--- config.mk ---
export PLATFORM = sky130hd
export DESIGN_NAME = ddr_tx_serializer
export DESIGN_NICKNAME = d
export VERILOG_FILES = /design/src/rtl/ddr_tx_serializer.sv
export SDC_FILE = /design/constraint.sdc
export NUM_CORES = 1
export LEC_CHECK = 0
export CORE_ASPECT_RATIO = 0.6
export CORE_MARGIN = 2
export CORE_UTILIZATION = 45
export CTS_BUF_LIST = sky130_fd_sc_hd__clkbuf_2
export DETAILED_ROUTE_END_ITERATION = 10
export GPL_ROUTABILITY_DRIVEN = 0
export PLACE_DENSITY = 0.71
export SLEW_MARGIN = 20
export SYNTH_ARGS = -nofsm -noshare
export SYNTH_HDL_FRONTEND = slang
export SYNTH_SLANG_ARGS = --single-unit
--- constraint.sdc ---
create_clock -name i_sys_clk -period 3.29 [get_ports i_sys_clk]
set_clock_uncertainty 0.2 [all_clocks]
set_input_delay 0.4935 -clock i_sys_clk [delete_from_list [all_inputs] [get_ports i_sys_clk]]
set_output_delay 0.4935 -clock i_sys_clk [all_outputs]
set_load 0.05 [all_outputs]
--- src/rtl/ddr_tx_serializer.sv ---
// HDR-DDR transmit serializer: launches preambles, words, parity, CRC token and CRC5 on SDA,
// one bit per SCL edge. Define DDR_TX_CRC_EN to build the CRC5 register; otherwise o_crc is tied to CRC_SEED.
module ddr_tx_serializer #(
   parameter int         WORD_W   = 16,
   parameter logic [4:0] CRC_SEED = 5'b11111
) (
   input  logic              i_sys_clk,
   input  logic              i_sys_rst,
   input  logic              i_scl_pos_edge,
   input  logic              i_scl_neg_edge,
   input  logic              i_tx_en,
   input  logic [3:0]        i_tx_mode,
   input  logic [WORD_W-1:0] i_tx_word,
   output logic              o_sda,
   output logic              o_tx_mode_done,
   output logic              o_tx_busy,
   output logic [4:0]        o_crc,
   output logic              o_tx_illegal
);

   localparam int LEN_W = $clog2(WORD_W + 1);

   localparam logic [3:0] M_IDLE      = 4'd0;
   localparam logic [3:0] M_PRE_CMD   = 4'd1;
   localparam logic [3:0] M_PRE_DATA  = 4'd2;
   localparam logic [3:0] M_ZERO      = 4'd3;
   localparam logic [3:0] M_ONE       = 4'd4;
   localparam logic [3:0] M_CMD_WORD  = 4'd5;
   localparam logic [3:0] M_DATA_WORD = 4'd6;
   localparam logic [3:0] M_PARITY    = 4'd7;
   localparam logic [3:0] M_CRC_TOKEN = 4'd8;
   localparam logic [3:0] M_CRC_VALUE = 4'd9;

   typedef enum logic {ST_IDLE, ST_SHIFT} state_t;

   state_t             state;
   logic [WORD_W-1:0]  shreg;
   logic [LEN_W-1:0]   bits_left;
   logic [WORD_W-1:0]  word_q;
   logic               sda_q;
   logic               done_q;
   logic               busy_q;
   logic               illegal_q;

   logic               scl_edge;
   logic               start_fld;
   logic               shift_bit;
   logic               launch_bit;
   logic [WORD_W-1:0]  ld_bits;
   logic [LEN_W-1:0]   ld_len;
   logic               ld_illegal;
   logic               pa1;
   logic               pa0;
   logic [4:0]         crc_tx;

   assign scl_edge  = i_scl_pos_edge | i_scl_neg_edge;
   // A new field starts from IDLE, or right after the previous field's last bit (bits_left == 0).
   assign start_fld = scl_edge & i_tx_en & ((state == ST_IDLE) | (bits_left == '0));
   assign shift_bit = scl_edge & i_tx_en & (state == ST_SHIFT) & (bits_left != '0);
   assign launch_bit = start_fld ? ld_bits[WORD_W-1] : shreg[WORD_W-1];

   always_comb begin
      pa1 = 1'b0;
      pa0 = 1'b1;
      for (int i = 0; i < WORD_W; i++) begin
         if (i % 2 == 1) pa1 = pa1 ^ word_q[i];
         else            pa0 = pa0 ^ word_q[i];
      end
   end

   // Field image, left-aligned so the MSB is always the next bit out.
   always_comb begin
      ld_bits    = '0;
      ld_len     = LEN_W'(1);
      ld_illegal = 1'b0;
      case (i_tx_mode)
         M_IDLE:      ld_bits[WORD_W-1] = 1'b1;
         M_PRE_CMD:   begin ld_bits[WORD_W-1 -: 2] = 2'b01; ld_len = LEN_W'(2); end
         M_PRE_DATA:  begin ld_bits[WORD_W-1 -: 2] = 2'b11; ld_len = LEN_W'(2); end
         M_ZERO:      ld_bits[WORD_W-1] = 1'b0;
         M_ONE:       ld_bits[WORD_W-1] = 1'b1;
         M_CMD_WORD,
         M_DATA_WORD: begin ld_bits = i_tx_word; ld_len = LEN_W'(WORD_W); end
         M_PARITY:    begin ld_bits[WORD_W-1 -: 2] = {pa1, pa0}; ld_len = LEN_W'(2); end
         M_CRC_TOKEN: begin ld_bits[WORD_W-1 -: 4] = 4'b1100; ld_len = LEN_W'(4); end
         M_CRC_VALUE: begin ld_bits[WORD_W-1 -: 5] = crc_tx; ld_len = LEN_W'(5); end
         default:     begin ld_bits[WORD_W-1] = 1'b1; ld_illegal = 1'b1; end
      endcase
   end

   always_ff @(posedge i_sys_clk) begin
      if (i_sys_rst) begin
         state     <= ST_IDLE;
         shreg     <= '0;
         bits_left <= '0;
         word_q    <= '0;
         sda_q     <= 1'b1;
         done_q    <= 1'b0;
         busy_q    <= 1'b0;
         illegal_q <= 1'b0;
      end else begin
         done_q <= 1'b0;
         if (start_fld) begin
            state <= ST_SHIFT;
            if (i_tx_mode == M_CMD_WORD || i_tx_mode == M_DATA_WORD) word_q <= i_tx_word;
            shreg     <= ld_bits << 1;
            bits_left <= ld_len - LEN_W'(1);
            sda_q     <= launch_bit;
            done_q    <= (ld_len == LEN_W'(1));
            busy_q    <= 1'b1;
            if (ld_illegal) illegal_q <= 1'b1;
         end else if (shift_bit) begin
            shreg     <= shreg << 1;
            bits_left <= bits_left - LEN_W'(1);
            sda_q     <= launch_bit;
            done_q    <= (bits_left == LEN_W'(1));
         end else if (scl_edge && state == ST_SHIFT) begin
            // Enable dropped: either a clean end after done or a mid-field abort.
            state     <= ST_IDLE;
            bits_left <= '0;
            sda_q     <= 1'b1;
            busy_q    <= 1'b0;
         end
      end
   end

`ifdef DDR_TX_CRC_EN
   logic [4:0] crc_q;
   logic       data_fld;

   function automatic logic [4:0] crc_next(input logic [4:0] c, input logic d);
      logic fb;
      fb = c[4] ^ d;
      return {c[3:0], 1'b0} ^ (fb ? 5'b00101 : 5'b00000);
   endfunction

   always_ff @(posedge i_sys_clk) begin
      if (i_sys_rst) begin
         crc_q    <= CRC_SEED;
         data_fld <= 1'b0;
      end else if (start_fld) begin
         data_fld <= (i_tx_mode == M_DATA_WORD);
         if (i_tx_mode == M_PRE_CMD)        crc_q <= CRC_SEED;
         else if (i_tx_mode == M_DATA_WORD) crc_q <= crc_next(crc_q, launch_bit);
      end else if (shift_bit && data_fld) begin
         crc_q <= crc_next(crc_q, launch_bit);
      end
   end

   assign crc_tx = crc_q;
   assign o_crc  = crc_q;
`else
   assign crc_tx = 5'b11111;
   assign o_crc  = CRC_SEED;
`endif

   assign o_sda          = sda_q;
   assign o_tx_mode_done = done_q;
   assign o_tx_busy      = busy_q;
   assign o_tx_illegal   = illegal_q;

endmodule

* Yosys cells after proc, flatten, opt, wreduce, memory -nomap -nowiden *
Cells that the tools add are included.

storage, ports and cells
  input bits = 25
  register bits = 40
  word-level logic and storage cells = 80

cells by class
  $add $sub $neg = 2
  multiplexer cells = 20
  bitwise gates (word level) = 23
  reduce and logical (&&, ||, !) cells = 16
  equality and inequality tests = 12

operators with widths
  kind                 number
  $mux 16              2
  $pmux 5 s4           1
  $eq 4x3->1 const B   4
  $mux 5               3
  $xor 1x1->1          14
  $mux 11              1
  $eq 5x1->1 const B   2
  $reduce_or 10->1     1
  $sub 5x1->5 const B  2
  $mux 1               9
  $eq 4x2->1 const B   2
  $eq 4x4->1 const B   2
  $pmux 1 s3           2
  $reduce_and 2->1     3
  $logic_not 5->1      1
  $reduce_bool 5->1    1
  $and 1x1->1          4
  $eq 4x1->1 const B   1
  $logic_not 4->1      1
  $pmux 2 s2           1
  $reduce_bool 2->1    2
  $reduce_or 2->1      2
  $reduce_or 4->1      1
  $not 1->1            3
  other kinds (7)      8

* Logic depth before layout (Yosys ltp) *
Gate-level depths: netlist of the first run.

  depth after elaboration = 11
  depth in mapped cells = 10
  mapped depth without buffers = 9

* Worst setup path after synthesis of the first run *
Ideal clock, no wire load.

  path kind = reg2reg
  start point = reg bits_left[0]
  end point = reg sda_q (netlist: o_sda)
  clock period less this slack = 2.295 ns
  path slack = 0.995 ns
  arrival = 1.960 ns
  cell stages (with the launch flop) = 9
  cell sequence = dfxtp_1 inv_1 ha_1 or4b_1 and2_1 buf_6 or4_4 a21oi_2 o31ai_1

on the way
  longest elaborated chain between the ends = 6
  elaborated cells between the ends (all ways) = 9
  classes of those cells = mux (3); bitwise (3); reduce/logical (3)

ends and longest elaborated chain
  element                 line  source
  from (decl)             38    logic [LEN_W-1:0] bits_left;
  from (signal assigned)  107   bits_left <= ld_len - LEN_W'(1);
  from (signal assigned)  114   bits_left <= bits_left - LEN_W'(1);
  $logic_not 5->1         58    assign start_fld = scl_edge & i_tx_en & ((state == ST_IDLE) | (bits_left == '0));
  $or 1x1->1              58
  $and 1x1->1             58
  $mux 1                  60    assign launch_bit = start_fld ? ld_bits[WORD_W-1] : shreg[WORD_W-1];
  $mux 1                  112   end else if (shift_bit) begin
  $mux 1                  103   if (start_fld) begin
  to (signal assigned)    108   sda_q <= launch_bit;
  to (signal assigned)    115   sda_q <= launch_bit;
  to (decl)               40    logic sda_q;

Parallel ways exist; a longest one is shown, timed or not.
A chain may end at the register's enable or synchronous reset.

* Final worst setup path of the first run *
  start point = reg bits_left[0]
  end point = reg shreg[12]

on the way
  longest elaborated chain between the ends = 4
  elaborated cells between the ends (all ways) = 7
  classes of those cells = mux (1); bitwise (3); reduce/logical (3)

ends and longest elaborated chain
  element                                       line  source
  $logic_not 5->1                               58
  $or 1x1->1                                    58
  $and 1x1->1                                   58
  $mux 16 or $reduce_bool 2->1 (tied branches)  --
  to (signal assigned)                          106   shreg <= ld_bits << 1;
  to (signal assigned)                          113   shreg <= shreg << 1;
  to (decl)                                     37    logic [WORD_W-1:0] shreg;

Parallel ways exist; a longest one is shown, timed or not.

==> results of run 1 <==
-- sequential cells by signal (all words and copies together) (netlist names) --
register        flops
o_tx_busy           1
o_tx_mode_done      1
o_sda               1
word_q             16
o_tx_illegal        1
shreg              15
bits_left           5
-- report_power, final --
part | total [mW] | switching [mW] | leakage, nW | internal [mW]
Clock | 0.369 | 0.168 | 0.0490 | 0.201
Combinational | 0.203 | 0.117 | 0.459 | 0.0856
Sequential | 0.524 | 0.0152 | 0.327 | 0.509
Total | 1.10 | 0.300 | 0.835 | 0.795
-- cells by family (layout without fill, tap and decap cells) --
logic type,count (synthesis),count (layout),synth area share [%]
flip-flops,40,40,39.3
buffers and inverters,28,48,6.69
XOR/XNOR,17,17,7.31
multiplexers,1,1,0.491
AND/OR/NAND/NOR,110,110,25.4
other,1,5,0.184
adder cells (fa/ha/maj),5,5,3.07
AO/OA/AOI/OAI,58,58,17.6
-- Yosys cell counts (2+ instances only) --
cell type | number | area share [%]
sky130_fd_sc_hd__buf_2 | 3 | 0.74
sky130_fd_sc_hd__xor2_1 | 3 | 1.3
sky130_fd_sc_hd__inv_1 | 4 | 0.74
sky130_fd_sc_hd__and2_1 | 3 | 0.92
sky130_fd_sc_hd__a311oi_1 | 12 | 5.2
sky130_fd_sc_hd__ha_1 | 5 | 3.1
sky130_fd_sc_hd__o22ai_1 | 2 | 0.61
sky130_fd_sc_hd__o21ai_0 | 7 | 1.7
sky130_fd_sc_hd__nor3b_1 | 3 | 1.1
sky130_fd_sc_hd__buf_4 | 5 | 1.8
sky130_fd_sc_hd__nor2_1 | 19 | 3.5
sky130_fd_sc_hd__nor3_1 | 5 | 1.2
sky130_fd_sc_hd__nand4b_1 | 3 | 1.3
sky130_fd_sc_hd__nand2b_1 | 5 | 1.5
sky130_fd_sc_hd__dfxtp_1 | 40 | 39
sky130_fd_sc_hd__xnor2_1 | 14 | 6.0
sky130_fd_sc_hd__clkbuf_1 | 14 | 2.6
sky130_fd_sc_hd__nand3_1 | 14 | 3.4
sky130_fd_sc_hd__a21oi_1 | 30 | 7.4
sky130_fd_sc_hd__nand2_1 | 50 | 9.2
-- layout make-up --
type | count | share of cell area [%]
Multi-Input combinational cell | 196 | 45.8
Tap cell | 60 | 3.07
Inverter | 4 | 0.615
Clock inverter | 2 | 2.46
Sequential cell | 40 | 32.8
Clock buffer | 5 | 1.02
Timing Repair Buffer | 37 | 14.2
-- worst register-to-register path: cells and delay by family, from the launching register on --
family / cells / cell delay, ns
and+or+nand+nor: 4 / 1.06
DFF: 1 / 0.40
adders and majority gates: 1 / 0.21
AOI/OAI and AO/OA: 1 / 0.25
buffers and inverters: 2 / 0.28
-- per-layer routing --
layer | global-route usage, % | share of wire [%] | vias up
met1 | 30.5 | 55 | 828
met2 | 25.7 | 39 | 46
met3 | 5.28 | 4.9 | 2
met5 | 0 | 0 | -
li1 | - | - | 940
met4 | 3.25 | 0.36 | 0
-- worst paths after layout --
path / start / to / slack (ns) / depth (start not counted)
worst max register to register: bits_left[0] / shreg[12] / 0.81 / 8
worst max-delay path: bits_left[0] / shreg[12] / 0.81 / 8
worst min-delay path: o_tx_illegal / o_tx_illegal / 0.27 / 2
worst min register to register: o_tx_illegal / o_tx_illegal / 0.27 / 2
-- stage by stage --
stage               instances  power (mW)  hold WS [ns]
finish                    344        1.10         0.265
global route              344        1.15         0.294
CTS                       344        1.10         0.269
detailed placement        337       0.734         0.241
global placement          337       0.731         0.244
floorplan                 264       0.667         0.237
==> summary.txt, run 1 <==
Global route
  – Global router's overall resource usage: 19.3%
  – Antenna violations before repair: 0
  – Via count of the first global-routing pass: 1599
  – Maximum number of pins on one net before global-route repair: 41
  – Wire length of the first global-routing pass: about 8000 um
  – Grt ovf: 0

STA
  – Crit path setup slack, layout: between 0.8 and 0.9 ns
  – Setup repair after global routing missed its margin: false
  – Max frequency: 404 MHz
  – Final Hold Vio Count: 0
  – Final Setup Violations: 0
  – Slew HR: 62.4%
  – Fraction of the cycle the final worst path needs: roughly three quarters
  – Sum of negative setup slack: 0 ns
  – Number of slew-limit violations in the final report: 0
  – Shortest clock period the worst path allows after layout: 2.48 ns
  – Transition time at the pin with the least slew margin: roughly 0.56 ns

Final layout
  – Area growth syn-to-layout: 19.8%
  – Final core occ: 57.7%
  – Total area of multi-input combinational cells: roughly 0.0011 mm^2
  – FILL cells: 424
  – Number of antenna diodes: 0
  – Final net count: 314
  – Layout cell share with drive strength beyond 1: 6.69%
  – Leading cell type in the layout, fill and taps excluded: sky130_fd_sc_hd__nand2_1
  – Register area: 801 um^2
  – Highest-count cells in the layout ignoring fill and taps: 50 x sky130_fd_sc_hd__nand2_1, 40 x sky130_fd_sc_hd__dfxtp_1, 30 x sky130_fd_sc_hd__a21oi_1
  – Final cell area excluding filler cells: around 0.0024 mm^2

Floorplan
  – Die area: 0.00510 mm^2
  – # rows: 18
  – Die X: between 90 and 100 um
  – Initial Util: 48.1%
  – I/O pin total: 34
  – Core Footprint: 0.00423 mm^2
  – Die height: 56.1 um

Place
  – Detailed placement HPWL: 3330 um
  – Worst slack after detailed placement: 0.578 ns
  – Number of buffers inserted by port buffering: 28
  – Placed Area: 0.00236 mm^2

Worst setup path
  – Critical path arrival: 2.59 ns
  – Sort of element at the end of the critical path: flop
  – Cell chain of the critical path: inv_1 > ha_1 > or4b_1 > nand2_1 > buf_4 > nand4_1 > and2_1 > a311oi_1
  – Slowest cell delay on critical path: 0.47 ns
  – Category of cells accounting for the largest share of critical-path delay: simple AND/OR/NAND/NOR gates
  – Worst Path Max Fanout: 9
  – Worst setup path class: reg2reg
  – Library cell contributing the largest single delay on the critical path: sky130_fd_sc_hd__or4b_1
  – Required time reported for the critical path endpoint: 3.40 ns
  – Number of buffer and inverter instances along the worst setup path: 2
  – Type of element launching the critical path: flop

Yosys
  – Number of library cell types mapped by synthesis: 39
  – Synthesized area divided by synthesized cell count: 7.84 um^2
  – Sequential area share after synthesis: 39.3%
  – Fraction of synthesis flops using an asynchronous set or reset pin: 0%
  – Post-synth design cell area: 0.00204 mm^2
  – Post-synth EDFFs: 0
  – Cells after Synth: 260
  – #FFs+latches synth: 40
  – Yosys warning total: 0
  – Dominant synthesized flop cell: sky130_fd_sc_hd__dfxtp_1

Clock tree
  – Post-cts repair resize count: 0
  – Root buffer cell: sky130_fd_sc_hd__clkbuf_2
  – CTS tree: done
  – Cts-stage hold buffer count: 0
  – Longest Clk Path Bufs: 2
  – Clock buffer count from CTS: 5
  – Setup Buffers After CTS: 0
  – TritonCTS Sinks: 40
  – Htree depth: 2
  – Later-pin clock latency in the skew report: 0.38 ns
  – Clock slew at the register clock pins of the worst setup and hold paths: 0.21 ns

Run
  – Max-cap violation count: 0

Routing
  – Via count: 1816
  – Violation count after the first detailed-route iteration: 161
  – 1st-pass router iterations: 4
  – Final wirelength: 4700 um
  – Post-route DRC: 0
  – Via density per instance: 5.28
  – Number of nets with antenna violations after detailed routing: 0
  – Avg WL per Cell: 13.7 um

Pwr
  – Power per cell area: roughly 450 mW/mm^2
  – Leakage power of the design: 0.835 nW
  – Worst supply voltage drop on vdd: 182 uV

Run status
  – Status: completed

Hold path
  – Worst min-delay path class: reg2reg
No activity file was read; power rests on OpenSTA's default activity.
==> run 2, diff against run 1 <==
==> constraint.sdc (replaced) <==
create_clock -name i_sys_clk -period 2.5 [get_ports i_sys_clk]
set_clock_uncertainty 0.2 [all_clocks]
set_input_delay 0.375 -clock i_sys_clk [delete_from_list [all_inputs] [get_ports i_sys_clk]]
set_output_delay 0.375 -clock i_sys_clk [all_outputs]
set_load 0.05 [all_outputs]
==> run 2 against run 1 <==
Critical path depth decreased by 1. Cell count rose by 3.8%. Wire length increased by 5.4%. Sequential share of layout area down 0.74 points. Utilization increased by 1.3 points. Total power is 14% higher. Via count increased by 4.2%. Clock-buffer cell count grew 1. First-iteration DRC count down 23%. Register-to-register slack worse by 0.75 ns. Flip-flop and latch count unchanged. Design area rose by 2.3%. Critical path type unchanged. Largest cell class unchanged.
==> summary.txt, run 2 (same netlist as run 1, synthesis figures left out) <==
Routing
  – 1st-pass router iterations: 4 (unchanged)
  – Avg WL per Cell: 13.9 um (+1.6%)
  – Number of nets with antenna violations after detailed routing: 0 (unchanged)
  – Violation count after the first detailed-route iteration: 124 (-23%)
  – Via count: 1893 (+4.2%)
  – Final wirelength: 4960 um (+5.4%)
  – Post-route DRC: 0 (unchanged)
  – Via density per instance: 5.30 (+0.44%)

Global route
  – Via count of the first global-routing pass: 1735 (+8.5%)
  – Grt ovf: 0 (unchanged)
  – Antenna violations before repair: 0 (unchanged)
  – Global router's overall resource usage: 20.6% (+1.4 points)
  – Wire length of the first global-routing pass: 8360 um (+5.0%)
  – Maximum number of pins on one net before global-route repair: 29 (-29%)

Run status
  – Status: completed

Final layout
  – Registers with the most flip-flops: word_q x16, shreg x15, bits_left x5
  – Final net count: 327 (+4.1%)
  – Highest-count cells in the layout ignoring fill and taps: 49 x sky130_fd_sc_hd__nand2_1, 40 x sky130_fd_sc_hd__dfxtp_1, 30 x sky130_fd_sc_hd__a21oi_1
  – Number of antenna diodes: 0 (unchanged)
  – Final Instance Count excl. Fillers: 357 (+3.8%)
  – Flip-flop count of the largest register after layout: 16 (unchanged)
  – Area growth syn-to-layout: 22.6%
  – Reg with most FFs: word_q
  – Layout cell share with drive strength beyond 1: 11.8% (+5.1 points)
  – FILL cells: 419 (-1.2%)
  – Leading cell type in the layout, fill and taps excluded: sky130_fd_sc_hd__nand2_1

Place
  – Placed cells: 350 (+3.9%)
  – Number of buffers inserted by port buffering: 28 (unchanged)
  – Detailed placement HPWL: 3660 um (+9.6%)

Worst setup path
  – Number of buffer and inverter instances along the worst setup path: 1 (-1)
  – Category of cells accounting for the largest share of critical-path delay: simple AND/OR/NAND/NOR gates
  – Type of element launching the critical path: flop
  – Cell chain of the critical path: inv_1 > ha_2 > or4b_4 > and2_1 > or4_4 > a21oi_2 > o31ai_1
  – Critical path arrival: 2.54 ns (-0.05 ns)
  – Sort of element at the end of the critical path: flop
  – Slowest cell delay on critical path: 0.53 ns (+0.06 ns)
  – Required time reported for the critical path endpoint: 2.60 ns (-0.80 ns)
  – Worst setup path class: reg2reg
  – Library cell contributing the largest single delay on the critical path: sky130_fd_sc_hd__or4_4
  – Worst Path Max Fanout: 4 (-5)

Clock tree
  – CTS tree: done
  – Clock buffer count from CTS: 5 (unchanged)
  – Root buffer cell: sky130_fd_sc_hd__clkbuf_2
  – Later-pin clock latency in the skew report: 0.39 ns (about the same)
  – Longest Clk Path Bufs: 2 (unchanged)
  – Setup Buffers After CTS: 0 (unchanged)
  – Clock slew at the register clock pins of the worst setup and hold paths: 0.18 ns (-0.03 ns)
  – Htree depth: 2 (unchanged)
  – TritonCTS Sinks: 40 (unchanged)

Floorplan
  – Die height: 56.1 um (unchanged)
  – Die X: 90.9 um (unchanged)
  – Die area: 0.00510 mm^2 (unchanged)
  – Initial Util: 48.1% (unchanged)
  – # rows: 18 (unchanged)
  – Core Footprint: 0.00423 mm^2 (unchanged)
  – I/O pin total: 34 (unchanged)

Hold path
  – Worst min-delay path class: reg2reg

Run
  – Max-cap violation count: 0 (unchanged)

STA
  – Transition time at the pin with the least slew margin: 0.517 ns (-0.0465 ns)
  – Fraction of the cycle the final worst path needs: 97.5% (+22 points)
  – Shortest clock period the worst path allows after layout: 2.44 ns (-0.0387 ns)
  – Max frequency: 410 MHz (+1.6%)
  – Slew HR: 64.6% (+2.2 points)
  – Number of slew-limit violations in the final report: 0 (unchanged)
  – Final Hold Vio Count: 0 (unchanged)
  – Final Setup Violations: 0 (unchanged)
  – Worst hold slack across all endpoints: 0.263 ns (-0.00258 ns)

Pwr
  – Power per cell area: 501 mW/mm^2 (+12%)
  – Worst supply voltage drop on vdd: 228 uV (+26%)
  – Leakage power of the design: 0.878 nW (+5.1%)
-- run 2: changes by cell type in the layout (fill, tap and decap cells not counted) --
cell	before	now
sky130_fd_sc_hd__ha_1	5	4
sky130_fd_sc_hd__bufinv_16	2	0
sky130_fd_sc_hd__or4b_1	1	0
sky130_fd_sc_hd__nand2_1	50	49
sky130_fd_sc_hd__clkinv_2	0	1
sky130_fd_sc_hd__ha_2	0	1
sky130_fd_sc_hd__buf_4	9	22
sky130_fd_sc_hd__or4b_4	0	1
sky130_fd_sc_hd__clkbuf_2	5	6
sky130_fd_sc_hd__nand2_2	0	1
-- run 2: worst register-to-register path, delay by kind of cell, from the launching register on --
kind | cells | cell delay (ns)
AND/OR/NAND/NOR | 3 | 1.22
flip-flops | 1 | 0.38
AO/OA/AOI/OAI | 2 | 0.25
adder cells (fa/ha/maj) | 1 | 0.21
buffers and inverters | 1 | 0.09
-- run 2: routing by layer --
layer  GRT usage, %  up-vias  wire length (um)
met2           29.4       50              2080
met3           4.88        7               246
met4           5.19        0                45
li1               -      958                 -
met5              0        -                 0
met1           31.1      878              2580
-- run 2: report_power, final --
| group | switching [mW] | internal [mW] | leakage, nW | total, mW |
|---|---|---|---|---|
| registers | 0.0204 | 0.669 | 0.327 | 0.689 |
| logic | 0.161 | 0.131 | 0.522 | 0.292 |
| clock network | 0.204 | 0.0667 | 0.0288 | 0.271 |
| total | 0.386 | 0.867 | 0.878 | 1.25 |
-- run 2: repair_timing --
action	4_1_cts	5_1_grt
hold buffers	0	0
resized for setup	0	3
setup endpoints to repair	0	24
-- run 2: layout make-up --
cell class | instances | area (um^2) | area share, %
clock buffer | 6 | 30.0 | 1.20
clock inverter | 1 | 5.00 | 0.200
inverter | 4 | 15.0 | 0.601
multi-input combinational | 196 | 1130 | 45.1
sequential | 40 | 801 | 32.0
tap | 60 | 75.1 | 3.00
timing repair buffer | 50 | 445 | 17.8
-- run 2: path summary, 6_finish.rpt --
| path | from | to | slack, ns | cells past startpoint |
|---|---|---|---|---|
| setup reg to reg | bits_left[1] | o_sda | 0.06 | 7 |
| hold reg to reg | o_tx_illegal | o_tx_illegal | 0.26 | 2 |
| setup / recovery | bits_left[1] | o_sda | 0.06 | 7 |
| hold / removal | o_tx_illegal | o_tx_illegal | 0.26 | 2 |
-- run 2: stage by stage --
step | total power [mW] | worst slack (ns) | setup TNS, ns | area (um^2) | util, %
after detailed placement | 0.984 | -0.00558 | -0.00924 | 2450 | 58.0
after floorplan | 0.878 | 0.205 | 0 | 2050 | -
final | 1.25 | 0.0632 | 0 | 2500 | 59.0
after global routing | 1.32 | -0.00547 | -0.00547 | 2500 | 59.0
after CTS | 1.25 | 0.0932 | 0 | 2490 | 58.8
after global placement | 0.980 | 0.000733 | 0 | 2450 | 58.0
==> run 3, diff against run 2 <==
--- a/config.mk
+++ b/config.mk
@@ -11,6 +11,7 @@
 export CTS_BUF_LIST = sky130_fd_sc_hd__clkbuf_2
 export DETAILED_ROUTE_END_ITERATION = 10
 export GPL_ROUTABILITY_DRIVEN = 0
+export GPL_TIMING_DRIVEN = 0
 export PLACE_DENSITY = 0.71
 export SLEW_MARGIN = 20
 export SYNTH_ARGS = -nofsm -noshare
==> run 3 against run 2 <==
Worst hold slack worse by 0.082 ns. Die area did not move. Clock-buffer cell count unchanged. Maximum frequency is 2.6% higher. Design area decreased by 0.55%. Global-route usage is 0.18 points higher. Sequential power about the same. Register-to-register slack better by 0.06 ns. First-iteration DRC count rose by 13%. Non-clock buffer count unchanged. Largest power group unchanged. Highest routed layer is now met3.
==> summary.txt, run 3 (same netlist as run 1, synthesis figures left out) <==
Global route
  – Global routing usage on met2: 26.9% (-2.6 points)
  – Antenna violations before repair: 0 (unchanged)
  – Global router's overall resource usage: 20.8% (+0.18 points)
  – Wire length of the first global-routing pass: 8400 um (+0.50%)
  – GRT met3 Usage: 5.15% (+0.27 points)
  – Grt ovf: 0 (unchanged)
  – Routing layer with the top usage in global route: met1
  – Maximum number of pins on one net before global-route repair: 13 (-55%)
  – Met1 routing resource usage after global routing: 33.6% (+2.5 points)
  – Via count of the first global-routing pass: 1614 (-7.0%)

Final layout
  – Leading cell type in the layout, fill and taps excluded: sky130_fd_sc_hd__nand2_1
  – Reg with most FFs: word_q
  – Flip-flop count of the largest register after layout: 16 (unchanged)
  – Final core occ: 58.7% (-0.33 points)
  – Registers with the most flip-flops: word_q x16, shreg x15, bits_left x5
  – Final Instance Count excl. Fillers: 358 (+0.28%)
  – Final net count: 327 (unchanged)
  – Layout cell share with drive strength beyond 1: 11.1% (-0.71 points)
  – Area growth syn-to-layout: 21.9%
  – Number of antenna diodes: 0 (unchanged)
  – Final cell area excluding filler cells: 0.00248 mm^2 (-0.55%)
  – Highest-count cells in the layout ignoring fill and taps: 49 x sky130_fd_sc_hd__nand2_1, 39 x sky130_fd_sc_hd__dfxtp_1, 30 x sky130_fd_sc_hd__a21oi_1

Clock tree
  – TritonCTS Sinks: 40 (unchanged)
  – Htree depth: 2 (unchanged)
  – Clock buffer count from CTS: 5 (unchanged)
  – CTS tree: done
  – Later-pin clock latency in the skew report: 0.40 ns (about the same)
  – Cts-stage hold buffer count: 0 (unchanged)
  – Clock slew at the register clock pins of the worst setup and hold paths: 0.21 ns (+0.03 ns)
  – Root buffer cell: sky130_fd_sc_hd__clkbuf_2
  – Longest Clk Path Bufs: 2 (unchanged)

STA
  – Number of slew-limit violations in the final report: 0 (unchanged)
  – Max frequency: 421 MHz (+2.6%)
  – Worst hold slack across all endpoints: 0.181 ns (-0.0817 ns)
  – Sum of negative setup slack: 0 ns (unchanged)
  – Setup repair after global routing missed its margin: false
  – Transition time at the pin with the least slew margin: 0.729 ns (+0.212 ns)
  – Crit path setup slack, layout: 0.126 ns (+0.0623 ns)
  – Final Hold Vio Count: 0 (unchanged)
  – Slew HR: 51.3% (-13 points)
  – Fraction of the cycle the final worst path needs: 95.0% (-2.5 points)
  – Shortest clock period the worst path allows after layout: 2.37 ns (-0.0623 ns)
  – Final Setup Violations: 0 (unchanged)

Floorplan
  – Initial Util: 48.1% (unchanged)
  – Core Footprint: 0.00423 mm^2 (unchanged)
  – Die height: 56.1 um (unchanged)
  – Die area: 0.00510 mm^2 (unchanged)
  – Die X: 90.9 um (unchanged)
  – I/O pin total: 34 (unchanged)
  – # rows: 18 (unchanged)

Run status
  – Status: completed

Worst setup path
  – Critical path arrival: 2.46 ns (-0.08 ns)
  – Worst Path Max Fanout: 8 (+4)
  – Required time reported for the critical path endpoint: 2.59 ns (about the same)
  – Worst setup path class: reg2reg
  – Type of element launching the critical path: flop
  – Sort of element at the end of the critical path: flop

Routing
  – Avg WL per Cell: 14.5 um (+4.8%)
  – Via count: 1865 (-1.5%)
  – 1st-pass router iterations: 4 (unchanged)
  – Violation count after the first detailed-route iteration: 140 (+13%)
  – Number of nets with antenna violations after detailed routing: 0 (unchanged)
  – Post-route DRC: 0 (unchanged)
  – Final wirelength: 5210 um (+5.0%)
  – Via density per instance: 5.21 (-1.8%)

Place
  – Worst slack after detailed placement: -0.393 ns (-0.388 ns)
  – Number of buffers inserted by port buffering: 24 (-14%)
  – Placed Area: 0.00237 mm^2 (-3.5%)
  – Detailed placement HPWL: 3730 um (+2.0%)
  – Placed cells: 348 (-0.57%)

Pwr
  – Total Power: 1.37 mW (+9.8%)
  – Leakage power of the design: 0.850 nW (-3.1%)
  – Power per cell area: 553 mW/mm^2 (+10%)
  – Worst supply voltage drop on vdd: 267 uV (+17%)

Run
  – Max-cap violation count: 0 (unchanged)

Hold path
  – Worst min-delay path class: in2reg
==> run 3: cell types whose count changed in the layout (fill, tap and decap cells not counted), sizes merged <==
cell           previous run  this run
bufinv                    0         1
clkbuf                    6        21
clkdlybuf4s50            28        24
buf                      22        11
==> run 3: timing repair <==
item                       in CTS  in global routing
setup endpoints to repair      13                 27
gates resized for setup         5                  9
setup buffers                   1                  1
pin swaps                       0                  1
==> run 3: metal layers <==
metal	vias up	share of wire (%)
li1	965	-
met1	840	53
met2	60	39
met3	0	7.0
met4	0	0
met5	-	0
==> run 3: worst paths after layout <==
kind                            slack [ns]         start  depth (start not counted)           end
worst max-delay path                  0.13  bits_left[1]                          8         o_sda
worst min-delay path                  0.18     i_sys_rst                          2     word_q[9]
worst max register to register        0.13  bits_left[1]                          8         o_sda
worst min register to register        0.26  o_tx_illegal                          2  o_tx_illegal
==> run 3: final cells by class <==
cell class | instances | area [um^2]
Tap cell | 60 | 75.1
Inverter | 4 | 15.0
Sequential cell | 40 | 805
Multi-Input combinational cell | 196 | 1140
Buffer | 24 | 125
Fill cell | 431 | 1750
Timing Repair Buffer | 26 | 255
Clock buffer | 6 | 30.0
Clock inverter | 2 | 35.0
==> run 3: critical path, cell delays in order, from the launching register on <==
cell and delay, ns:
sky130_fd_sc_hd__dfxtp_1 0.37, sky130_fd_sc_hd__inv_1 0.08, sky130_fd_sc_hd__ha_2 0.18, sky130_fd_sc_hd__or4b_4 0.48, sky130_fd_sc_hd__and2_4 0.18, sky130_fd_sc_hd__buf_6 0.13, sky130_fd_sc_hd__or4_4 0.42, sky130_fd_sc_hd__a21oi_4 0.16
sky130_fd_sc_hd__o31ai_2 0.08
==> run 3: report_power, final <==
part	total [mW]	internal [mW]	switching, mW
Clock	0.395	0.172	0.223
Sequential	0.689	0.669	0.0201
Combinational	0.290	0.121	0.169
